$ cat src/rtl/alu_op_issuer.sv
// Encodes requests into parity/one-hot ALU codewords, samples two-rail checkers and retries on error.
// Latency SETTLE + retries*(SETTLE+1) edges; single request in flight, response held until rsp_ready.
module alu_op_issuer #(
    parameter int SETTLE    = 1,
    parameter int MAX_RETRY = 2
) (
    input  logic       clk,
    input  logic       rst_n,
    input  logic       req_valid,
    output logic       req_ready,
    input  logic [2:0] req_a,
    input  logic [2:0] req_b,
    input  logic [1:0] req_op,
    output logic [2:0] alu_a,
    output logic [2:0] alu_b,
    output logic       alu_p,
    output logic [2:0] alu_c,
    input  logic [2:0] alu_x,
    input  logic       alu_xc,
    input  logic       in_chk_x,
    input  logic       in_chk_xb,
    input  logic       out_chk_x,
    input  logic       out_chk_xb,
    output logic       rsp_valid,
    input  logic       rsp_ready,
    output logic [2:0] rsp_x,
    output logic       rsp_xc,
    output logic [1:0] rsp_err,
    output logic [7:0] err_count
);

    typedef enum logic [1:0] {ST_IDLE, ST_DRIVE, ST_RETRY, ST_RESP} state_t;

    localparam logic [3:0] LP_SETTLE_LAST = 4'(SETTLE - 1);
    localparam logic [2:0] LP_MAX_RETRY   = 3'(MAX_RETRY);

    state_t     r_state, w_state;
    logic [3:0] r_settle, w_settle;
    logic [2:0] r_retry, w_retry;
    logic [2:0] r_hold_a, w_hold_a, r_hold_b, w_hold_b, r_hold_c, w_hold_c;
    logic       r_hold_p, w_hold_p;
    logic [2:0] r_alu_a, w_alu_a, r_alu_b, w_alu_b, r_alu_c, w_alu_c;
    logic       r_alu_p, w_alu_p;
    logic [2:0] r_rsp_x, w_rsp_x;
    logic       r_rsp_xc, w_rsp_xc;
    logic [1:0] r_rsp_err, w_rsp_err;
    logic [7:0] r_err_count, w_err_count;
    logic [2:0] w_enc_c;
    logic       w_enc_p;
    logic       w_chk_fail;

    assign w_enc_p    = ~(^req_a ^ ^req_b);
    assign w_chk_fail = (in_chk_x == in_chk_xb) || (out_chk_x == out_chk_xb);

    always_comb begin
        w_enc_c = 3'b001;
        case (req_op)
            2'b01:   w_enc_c = 3'b010;
            2'b10:   w_enc_c = 3'b100;
            default: w_enc_c = 3'b001;
        endcase
    end

    always_ff @(posedge clk or negedge rst_n) begin
        if (!rst_n) begin
            r_state     <= ST_IDLE;
            r_settle    <= 4'd0;
            r_retry     <= 3'd0;
            r_hold_a    <= 3'd0;
            r_hold_b    <= 3'd0;
            r_hold_c    <= 3'b001;
            r_hold_p    <= 1'b1;
            r_alu_a     <= 3'd0;
            r_alu_b     <= 3'd0;
            r_alu_c     <= 3'b001;
            r_alu_p     <= 1'b1;
            r_rsp_x     <= 3'd0;
            r_rsp_xc    <= 1'b0;
            r_rsp_err   <= 2'b00;
            r_err_count <= 8'd0;
        end else begin
            r_state     <= w_state;
            r_settle    <= w_settle;
            r_retry     <= w_retry;
            r_hold_a    <= w_hold_a;
            r_hold_b    <= w_hold_b;
            r_hold_c    <= w_hold_c;
            r_hold_p    <= w_hold_p;
            r_alu_a     <= w_alu_a;
            r_alu_b     <= w_alu_b;
            r_alu_c     <= w_alu_c;
            r_alu_p     <= w_alu_p;
            r_rsp_x     <= w_rsp_x;
            r_rsp_xc    <= w_rsp_xc;
            r_rsp_err   <= w_rsp_err;
            r_err_count <= w_err_count;
        end
    end

    always_comb begin
        w_state     = r_state;
        w_settle    = r_settle;
        w_retry     = r_retry;
        w_hold_a    = r_hold_a;
        w_hold_b    = r_hold_b;
        w_hold_c    = r_hold_c;
        w_hold_p    = r_hold_p;
        w_alu_a     = r_alu_a;
        w_alu_b     = r_alu_b;
        w_alu_c     = r_alu_c;
        w_alu_p     = r_alu_p;
        w_rsp_x     = r_rsp_x;
        w_rsp_xc    = r_rsp_xc;
        w_rsp_err   = r_rsp_err;
        w_err_count = r_err_count;

        case (r_state)
            ST_IDLE: begin
                if (req_valid) begin
                    if (req_op == 2'b11) begin
                        // Illegal op never reaches the ALU; it stays on the idle codeword.
                        w_rsp_x   = 3'd0;
                        w_rsp_xc  = 1'b0;
                        w_rsp_err = 2'b11;
                        w_state   = ST_RESP;
                    end else begin
                        w_hold_a = req_a;
                        w_hold_b = req_b;
                        w_hold_c = w_enc_c;
                        w_hold_p = w_enc_p;
                        w_alu_a  = req_a;
                        w_alu_b  = req_b;
                        w_alu_c  = w_enc_c;
                        w_alu_p  = w_enc_p;
                        w_settle = 4'd0;
                        w_retry  = 3'd0;
                        w_state  = ST_DRIVE;
                    end
                end
            end
            ST_DRIVE: begin
                if (r_settle == LP_SETTLE_LAST) begin
                    if (w_chk_fail) begin
                        if (r_err_count != 8'hFF) begin
                            w_err_count = r_err_count + 8'd1;
                        end
                        if (r_retry == LP_MAX_RETRY) begin
                            w_rsp_x   = alu_x;
                            w_rsp_xc  = alu_xc;
                            w_rsp_err = 2'b10;
                            w_state   = ST_RESP;
                        end else begin
                            w_retry = r_retry + 3'd1;
                            w_alu_a = 3'd0;
                            w_alu_b = 3'd0;
                            w_alu_c = 3'b001;
                            w_alu_p = 1'b1;
                            w_state = ST_RETRY;
                        end
                    end else begin
                        w_rsp_x   = alu_x;
                        w_rsp_xc  = alu_xc;
                        w_rsp_err = (r_retry == 3'd0) ? 2'b00 : 2'b01;
                        w_state   = ST_RESP;
                    end
                end else begin
                    w_settle = r_settle + 4'd1;
                end
            end
            ST_RETRY: begin
                w_alu_a  = r_hold_a;
                w_alu_b  = r_hold_b;
                w_alu_c  = r_hold_c;
                w_alu_p  = r_hold_p;
                w_settle = 4'd0;
                w_state  = ST_DRIVE;
            end
            ST_RESP: begin
                if (rsp_ready) begin
                    w_alu_a = 3'd0;
                    w_alu_b = 3'd0;
                    w_alu_c = 3'b001;
                    w_alu_p = 1'b1;
                    w_state = ST_IDLE;
                end
            end
            default: w_state = ST_IDLE;
        endcase
    end

    assign req_ready = (r_state == ST_IDLE);
    assign rsp_valid = (r_state == ST_RESP);
    assign alu_a     = r_alu_a;
    assign alu_b     = r_alu_b;
    assign alu_c     = r_alu_c;
    assign alu_p     = r_alu_p;
    assign rsp_x     = r_rsp_x;
    assign rsp_xc    = r_rsp_xc;
    assign rsp_err   = r_rsp_err;
    assign err_count = r_err_count;

endmodule

$ cat config.mk
export PLATFORM = sky130hd
export DESIGN_NAME = alu_op_issuer
export DESIGN_NICKNAME = d
export VERILOG_FILES = /design/src/rtl/alu_op_issuer.sv
export SDC_FILE = /design/constraint.sdc
export NUM_CORES = 1
export LEC_CHECK = 0
export ABC_AREA = 1
export CORE_ASPECT_RATIO = 0.5
export CORE_UTILIZATION = 56
export DETAILED_ROUTE_END_ITERATION = 8
export GPL_TIMING_DRIVEN = 0
export PLACE_DENSITY_LB_ADDON = 0.25
export SLEW_MARGIN = 20
export SYNTH_ARGS = -nofsm -noshare
export SYNTH_HDL_FRONTEND = slang
export SYNTH_SLANG_ARGS = --single-unit
$ cat constraint.sdc
create_clock -name clk -period 2.5 [get_ports clk]
set_input_delay 0.375 -clock clk [delete_from_list [all_inputs] [get_ports clk]]
set_output_delay 0.375 -clock clk [all_outputs]
set_load 0.01 [all_outputs]
==> flow_metrics.py, run 1 <==
metrics = {
    "status": {
        "status": "finished, final reports clean",
    },
    "power": {
        "ir_drop_uv": 606.0,
        "switching_share_pct": 43.20,
        "power.density_nw_per_um2": 1117,
        "p_switching_uw": 1466,
        "cellLeakagePower_uw": 0.001526,
        "seqPwrFrac_pct": 34.2,
        "combPwrFrac_pct": 52.8,
        "intPower_uw": 1927,
        "power_uw": 3393,
        "clockPowerShare_pct": 13.0,
    },
    "clock_network": {
        "cts.repair.resized": 0,
        "cts_made_buffers": 5,
        "cts.sinks": 43,
        "clkTransAtPathRegs_ns": 0.08,
        "cts_hold_buf": 0,
        "cts_buffer_depth": 2,
        "clockRootBuffer": "clkbuf_8",
        "clock_latency_ns": 0.30,
        "htree_levels": 2,
        "post-cts-setup-buffer-count": 0,
        "cts_tree": "done",
    },
    "setup_path": {
        "crit_arrival_ns": 1.60,
        "rrSetupSlack_ns": 0.78,
        "slowest_stage": "clkdlybuf4s50_1",
        "crit_chain": "inv_1 -> nand2_2 -> inv_1 -> clkdlybuf4s50_1",
        "critical-path-max-stage-delay_ns": 0.56,
        "crit_buf_inv": 3,
        "cpMostUsedCell": "inv_1",
        "worstPathRequired_ns": 2.12,
        "path_max_fanout": 4,
        "r2r_start": "r_settle[0]$_DFFE_PN0P_",
        "worstSetupPathType": "register to primary output",
        "cp-end-kind": "primary output",
        "regToRegEndpoint": "alu_a[0]$_DFFE_PN0P_",
        "crit_family": "buffers and inverters",
        "worst_setup_path_start_kind": "register",
        "cp.depth": 4,
        "ff2ff_path_depth": 10,
    },
    "finish": {
        "drive_above_1_share_pct": 11.26,
        "insertedDiodeCount": 0,
        "largest_reg_flops": 8,
        "syn2layout_area_growth_pct": 25.62,
        "nFillCells": 307,
        "multi_input_area_sq_um": 1117,
        "fin_nets": 392,
        "seqCellArea_sq_um": 1081,
        "final_common_cell": "nand2_1",
        "final_cell_mix": "117 x nand2_1, 44 x clkdlybuf4s50_1, 39 x dfrtp_1, 37 x inv_1, 24 x o21ai_0",
    },
    "die": {
        "boundaryPins": 46,
        "die-area_sq_um": 4600,
        "die_width_microns": 94.92,
        "start_util_pct": 60.07,
        "core_sq_um": 4024,
        "placementRows": 16,
        "die_y_microns": 48.46,
    },
    "detailed_routing": {
        "drc": 0,
        "num_vias": 2166,
        "antenna_left": 0,
        "post_drt_wl_per_cell_microns": 13.20,
        "drtPass1Iterations": 4,
        "drt-total-wl_microns": 5516,
        "drtIter0Drc": 61,
        "vias_per_cell": 5.182,
    },
    "grt": {
        "grt_pass1_wl_microns": 9446,
        "gr-max-usage-layer": "met2",
        "grt_pass1_vias": 2122,
        "grt_max_degree": 28,
        "grt_usage_pct": 26.97,
        "antenna_found_initial": 0,
        "met1_usage_pct": 33.57,
        "grt_util_met3_pct": 5.503,
        "overflow": 0,
        "use_met2_pct": 46.88,
    },
    "logic_synthesis": {
        "synth_edf_count": 0,
        "synthesis.area_sq_um": 2417,
        "syn-num-nets": 339,
        "postSynthCellCount": 310,
        "synth.yosys.seq_area_share_pct": 44.72,
        "synthArstFlopShare_pct": 100.0,
        "ys_ff_latch": 43,
        "synth_ff_type": "dfrtp_1",
        "ys_types": 31,
        "ys_warn_count": 0,
        "synth.avg_cell_area_sq_um": 7.798,
    },
    "timing": {
        "fmaxAchievable_mhz": 507.0,
        "worst_slew_pin_slew_ns": 0.4615,
        "hold_violations": 0,
        "rsz0062_at_grt": "no",
        "period_minus_slack_ns": 1.972,
        "layout_worst_path_cycle_share_pct": 78.89,
        "setup_viol": 0,
        "holdWs_ns": 0.01772,
        "slew_violations": 0,
        "finalClockSkew_ns": 0.009428,
        "relSlewSlack_pct": 69.23,
    },
    "place": {
        "gp_congestion": 0.8216,
        "io_buffers": 45,
        "hpwl_microns": 4218,
    },
    "worst_hold_path": {
        "hold_class": "primary input to async pin",
    },
    "run": {
        "drv_cap": 0,
    },
}
-- power by group through the flow --
stage	sequential, uW	clock, uW	combinational (uW)
6_report	1160	443	1790
5_1_grt	1200	478	1990
4_1_cts	1160	445	1790
3_5_place_dp	1170	0	1780
3_3_place_gp	1160	0	1690
2_1_floorplan	1200	0	1130
-- final cells by class --
cell class,count,area share [%]
Multi-Input combinational cell,219,36.79
Sequential cell,43,35.60
Timing Repair Buffer,46,15.33
Inverter,41,5.150
Clock buffer,6,2.390
Tap cell,54,2.225
Buffer,7,2.060
Clock inverter,2,0.4532
-- routing by layer --
| layer | up-vias | part of all wire [%] | wire (microns) |
|---|---|---|---|
| li1 | 1079 | - | - |
| met1 | 1031 | 46 | 2541 |
| met2 | 46 | 49 | 2689 |
| met3 | 10 | 3.9 | 214 |
| met4 | 0 | 1.3 | 71 |
| met5 | - | 0 | 0 |
-- worst max-delay path by stage --
stage / startpoint / endpoint / slack, ns
3_5_place_dp: req_op[0] / r_hold_b[2]$_DFFE_PN0P_ / 0.55
5_1_grt: r_state[1]$_DFFE_PN0P_ / req_ready / 0.46
2_1_floorplan: r_settle[0]$_DFFE_PN0P_ / alu_a[0]$_DFFE_PN0P_ / 0.99
6_report: r_state[1]$_DFFE_PN0P_ / req_ready / 0.53
4_1_cts: r_state[1]$_DFFE_PN0P_ / req_ready / 0.53
3_3_place_gp: rst_n / err_count[0]$_DFFE_PN0P_ / -0.05
-- synthesized netlist by cell type (2+ instances only) --
library cell | n | area share (%)
o22ai_1 | 2 | 0.52
o21ai_0 | 24 | 5.0
nor2_2 | 2 | 0.52
dfrtp_1 | 39 | 40
nand4_1 | 3 | 0.78
a21oi_1 | 2 | 0.41
inv_2 | 2 | 0.31
dfstp_2 | 4 | 4.3
nand2_1 | 117 | 18
ha_1 | 9 | 4.7
o21ai_1 | 9 | 1.9
xor2_1 | 4 | 1.4
nand3_1 | 16 | 3.3
nor2_1 | 9 | 1.4
a21oi_2 | 2 | 0.72
nand3_2 | 6 | 2.5
buf_6 | 4 | 1.9
xnor2_1 | 3 | 1.1
inv_1 | 37 | 5.7
buf_2 | 2 | 0.41
nor2_4 | 3 | 1.4
o21ai_2 | 2 | 0.72
-- through the flow --
step	cells	area [sq um]	setup slack, ns	setup TNS, ns	utilization [%]
4_1_cts	418	3037	0.5311	0	75.47
5_1_grt	418	3037	0.4648	0	75.47
6_report	418	3037	0.5277	0	75.47
3_5_place_dp	410	2950	0.5545	0	73.32
2_1_floorplan	310	2417	0.9921	0	-
3_3_place_gp	409	2935	-0.04580	-1.681	72.95
-- logic make-up (layout without fill, tap and decap cells) --
kind of cell               Yosys count  after routing  synth area share, %
DFF                                 43             43                44.72
AOI/OAI and AO/OA                   42             42                9.472
muxes                                1              1               0.4658
adders and majority gates            9              9                4.658
buffers and inverters               48            102                9.058
xor gates and xnor gates             7              7                2.536
and+or+nand+nor                    160            160                29.09
Note: power is estimated with default switching activity, not from simulation.
==> run 2: changes to the inputs <==
Settings changed: CORE_UTILIZATION 56 to 52.
Clock period 2.5 ns to 1.85 ns, I/O delays scaled along.
==> flow_metrics.py, run 2 (same netlist as run 1, synthesis figures left out) <==
metrics = {
    "setup_path": {
        "worstSetupPathType": "register to primary output",
        "path_max_fanout": 4,
        "cp-end-kind": "primary output",
        "worst_setup_path_start_kind": "register",
        "worstPathRequired_ns": 1.57,
        "crit_arrival_ns": 1.42,
    },
    "die": {
        "placementRows": 17,
        "core_sq_um": 4424,
        "boundaryPins": 46,
        "die-area_sq_um": 4942,
        "start_util_pct": 54.64,
        "die_y_microns": 50.21,
        "die_width_microns": 98.42,
    },
    "detailed_routing": {
        "drtPass1Iterations": 6,
        "drt-total-wl_microns": 5014,
        "vias_per_cell": 5.062,
        "wl_met2_microns": 2364,
        "drc": 0,
        "post_drt_wl_per_cell_microns": 11.88,
        "num_vias": 2136,
        "dr_wl_met3_microns": 228,
        "dr.max_layer_used": "met4",
        "drt-met1-wl_microns": 2374,
        "drtIter0Drc": 96,
        "antenna_left": 0,
    },
    "place": {
        "gp_congestion": 0.7999,
        "io_buffers": 45,
        "hpwl_microns": 3762,
    },
    "clock_network": {
        "htree_levels": 2,
        "clock_latency_ns": 0.30,
        "cts_tree": "done",
        "cts.sinks": 43,
        "cts_made_buffers": 5,
        "clockRootBuffer": "clkbuf_8",
        "cts_buffer_depth": 2,
        "clkTransAtPathRegs_ns": 0.09,
    },
    "grt": {
        "overflow": 0,
        "grt_usage_pct": 22.20,
        "grt_pass1_wl_microns": 8493,
        "grt_pass1_vias": 1920,
        "grt_max_degree": 25,
        "antenna_found_initial": 0,
    },
    "timing": {
        "hold_violations": 0,
        "period_minus_slack_ns": 1.698,
        "rsz0062_at_grt": "no",
        "finalClockSkew_ns": 0.006298,
        "worst_slew_pin_slew_ns": 0.5187,
        "layout_worst_path_cycle_share_pct": 91.80,
        "slew_violations": 0,
        "relSlewSlack_pct": 65.42,
        "fmaxAchievable_mhz": 588.8,
        "setup_viol": 0,
    },
    "finish": {
        "final_common_cell": "nand2_1",
        "final_cell_mix": "117 x nand2_1, 43 x clkdlybuf4s50_1, 39 x dfrtp_1, 36 x inv_1, 24 x o21ai_0",
        "largest_reg_flops": 8,
        "nFillCells": 347,
        "syn2layout_area_growth_pct": 28.47,
        "drive_above_1_share_pct": 12.05,
        "insertedDiodeCount": 0,
        "fin_nets": 393,
        "final_core_util_pct": 70.19,
    },
    "status": {
        "status": "finished, final reports clean",
    },
    "power": {
        "ir_drop_uv": 603.1,
        "power_uw": 4753,
        "cellLeakagePower_uw": 0.001563,
        "power.density_nw_per_um2": 1530,
    },
    "run": {
        "drv_cap": 0,
    },
    "worst_hold_path": {
        "hold_class": "primary input to async pin",
    },
}
==> run 2: cell count changes in the layout (fill, tap and decap cells not counted), sizes merged <==
| cell | before | now |
|---|---|---|
| bufinv | 0 | 1 |
| clkdlybuf4s50 | 44 | 43 |
| clkinv | 3 | 1 |
| dlygate4sd3 | 0 | 1 |
| dlymetal6s2s | 0 | 1 |
| inv | 40 | 41 |
==> run 2: per-stage QoR <==
| step | setup TNS (ns) | cells | hold WS (ns) | worst slack, ns | instance area, sq um |
|---|---|---|---|---|---|
| after floorplan | 0 | 310 | -0.01809 | 0.3421 | 2417 |
| after global routing | 0 | 422 | 0.5063 | 0.02504 | 3105 |
| after CTS | 0 | 422 | 0.4819 | 0.04145 | 3093 |
| after global placement | -24.84 | 412 | 0.4600 | -0.6192 | 2939 |
| final | 0 | 422 | 0.4758 | 0.1517 | 3105 |
| after detailed placement | -0.001923 | 413 | 0.2784 | -0.001923 | 2962 |
==> run 2: report_power, final <==
group | switching [uW] | internal (uW) | leakage (uW) | total, uW
clock | 341 | 444 | 0.0000618 | 785
sequential | 238 | 1330 | 0.000550 | 1560
combinational | 1380 | 1030 | 0.000952 | 2400
total | 1950 | 2800 | 0.00156 | 4750
==> run 2: critical path, stage by stage, from the launching register on <==
cell,delay [ns]
dfrtp_1,0.41
nand2_1,0.13
inv_1,0.07
clkdlybuf4s50_1,0.52
==> run 2: timing repair <==
item,4_1_cts,5_1_grt
resized for setup,1,3
setup buffers,0,0
hold buffers,1,0
setup endpoints to repair,1,11
endpoints found under the hold margin,17,0
==> run 2: path summary, 6_finish.rpt <==
check,from,endpoint,slack [ns],depth (start not counted)
worst max register to register,r_settle[0]$_DFFE_PN0P_,alu_b[1]$_DFFE_PN0P_,0.16,10
worst min register to register,alu_p$_DFFE_PN1P_,alu_p$_DFFE_PN1P_,0.48,2
worst min-delay path,rst_n,alu_c[1]$_DFFE_PN0P_,0.48,2
worst max-delay path,r_state[1]$_DFFE_PN0P_,rsp_valid,0.15,3
max in group asynchronous,rst_n,r_hold_c[0]$_DFFE_PN1P_,0.80,3
min in group clk,alu_p$_DFFE_PN1P_,alu_p$_DFFE_PN1P_,0.48,2
==> run 2: area by class of cell <==
cell class / instances / area, sq um / area share [%]
Tap cell: 57 / 71.32 / 2.297
Sequential cell: 43 / 1081 / 34.81
Clock inverter: 2 / 38.79 / 1.249
Buffer: 7 / 62.56 / 2.015
Timing Repair Buffer: 47 / 485.5 / 15.63
Clock buffer: 6 / 82.58 / 2.659
Multi-Input combinational cell: 219 / 1127 / 36.30
Inverter: 41 / 156.4 / 5.036
==> run 2: layer usage <==
metal / global-route usage, % / vias to the layer above
li1: - / 1081
met1: 29.01 / 1004
met2: 37.91 / 45
met3: 5.014 / 6
met4: 5.970 / 0
met5: 0 / -
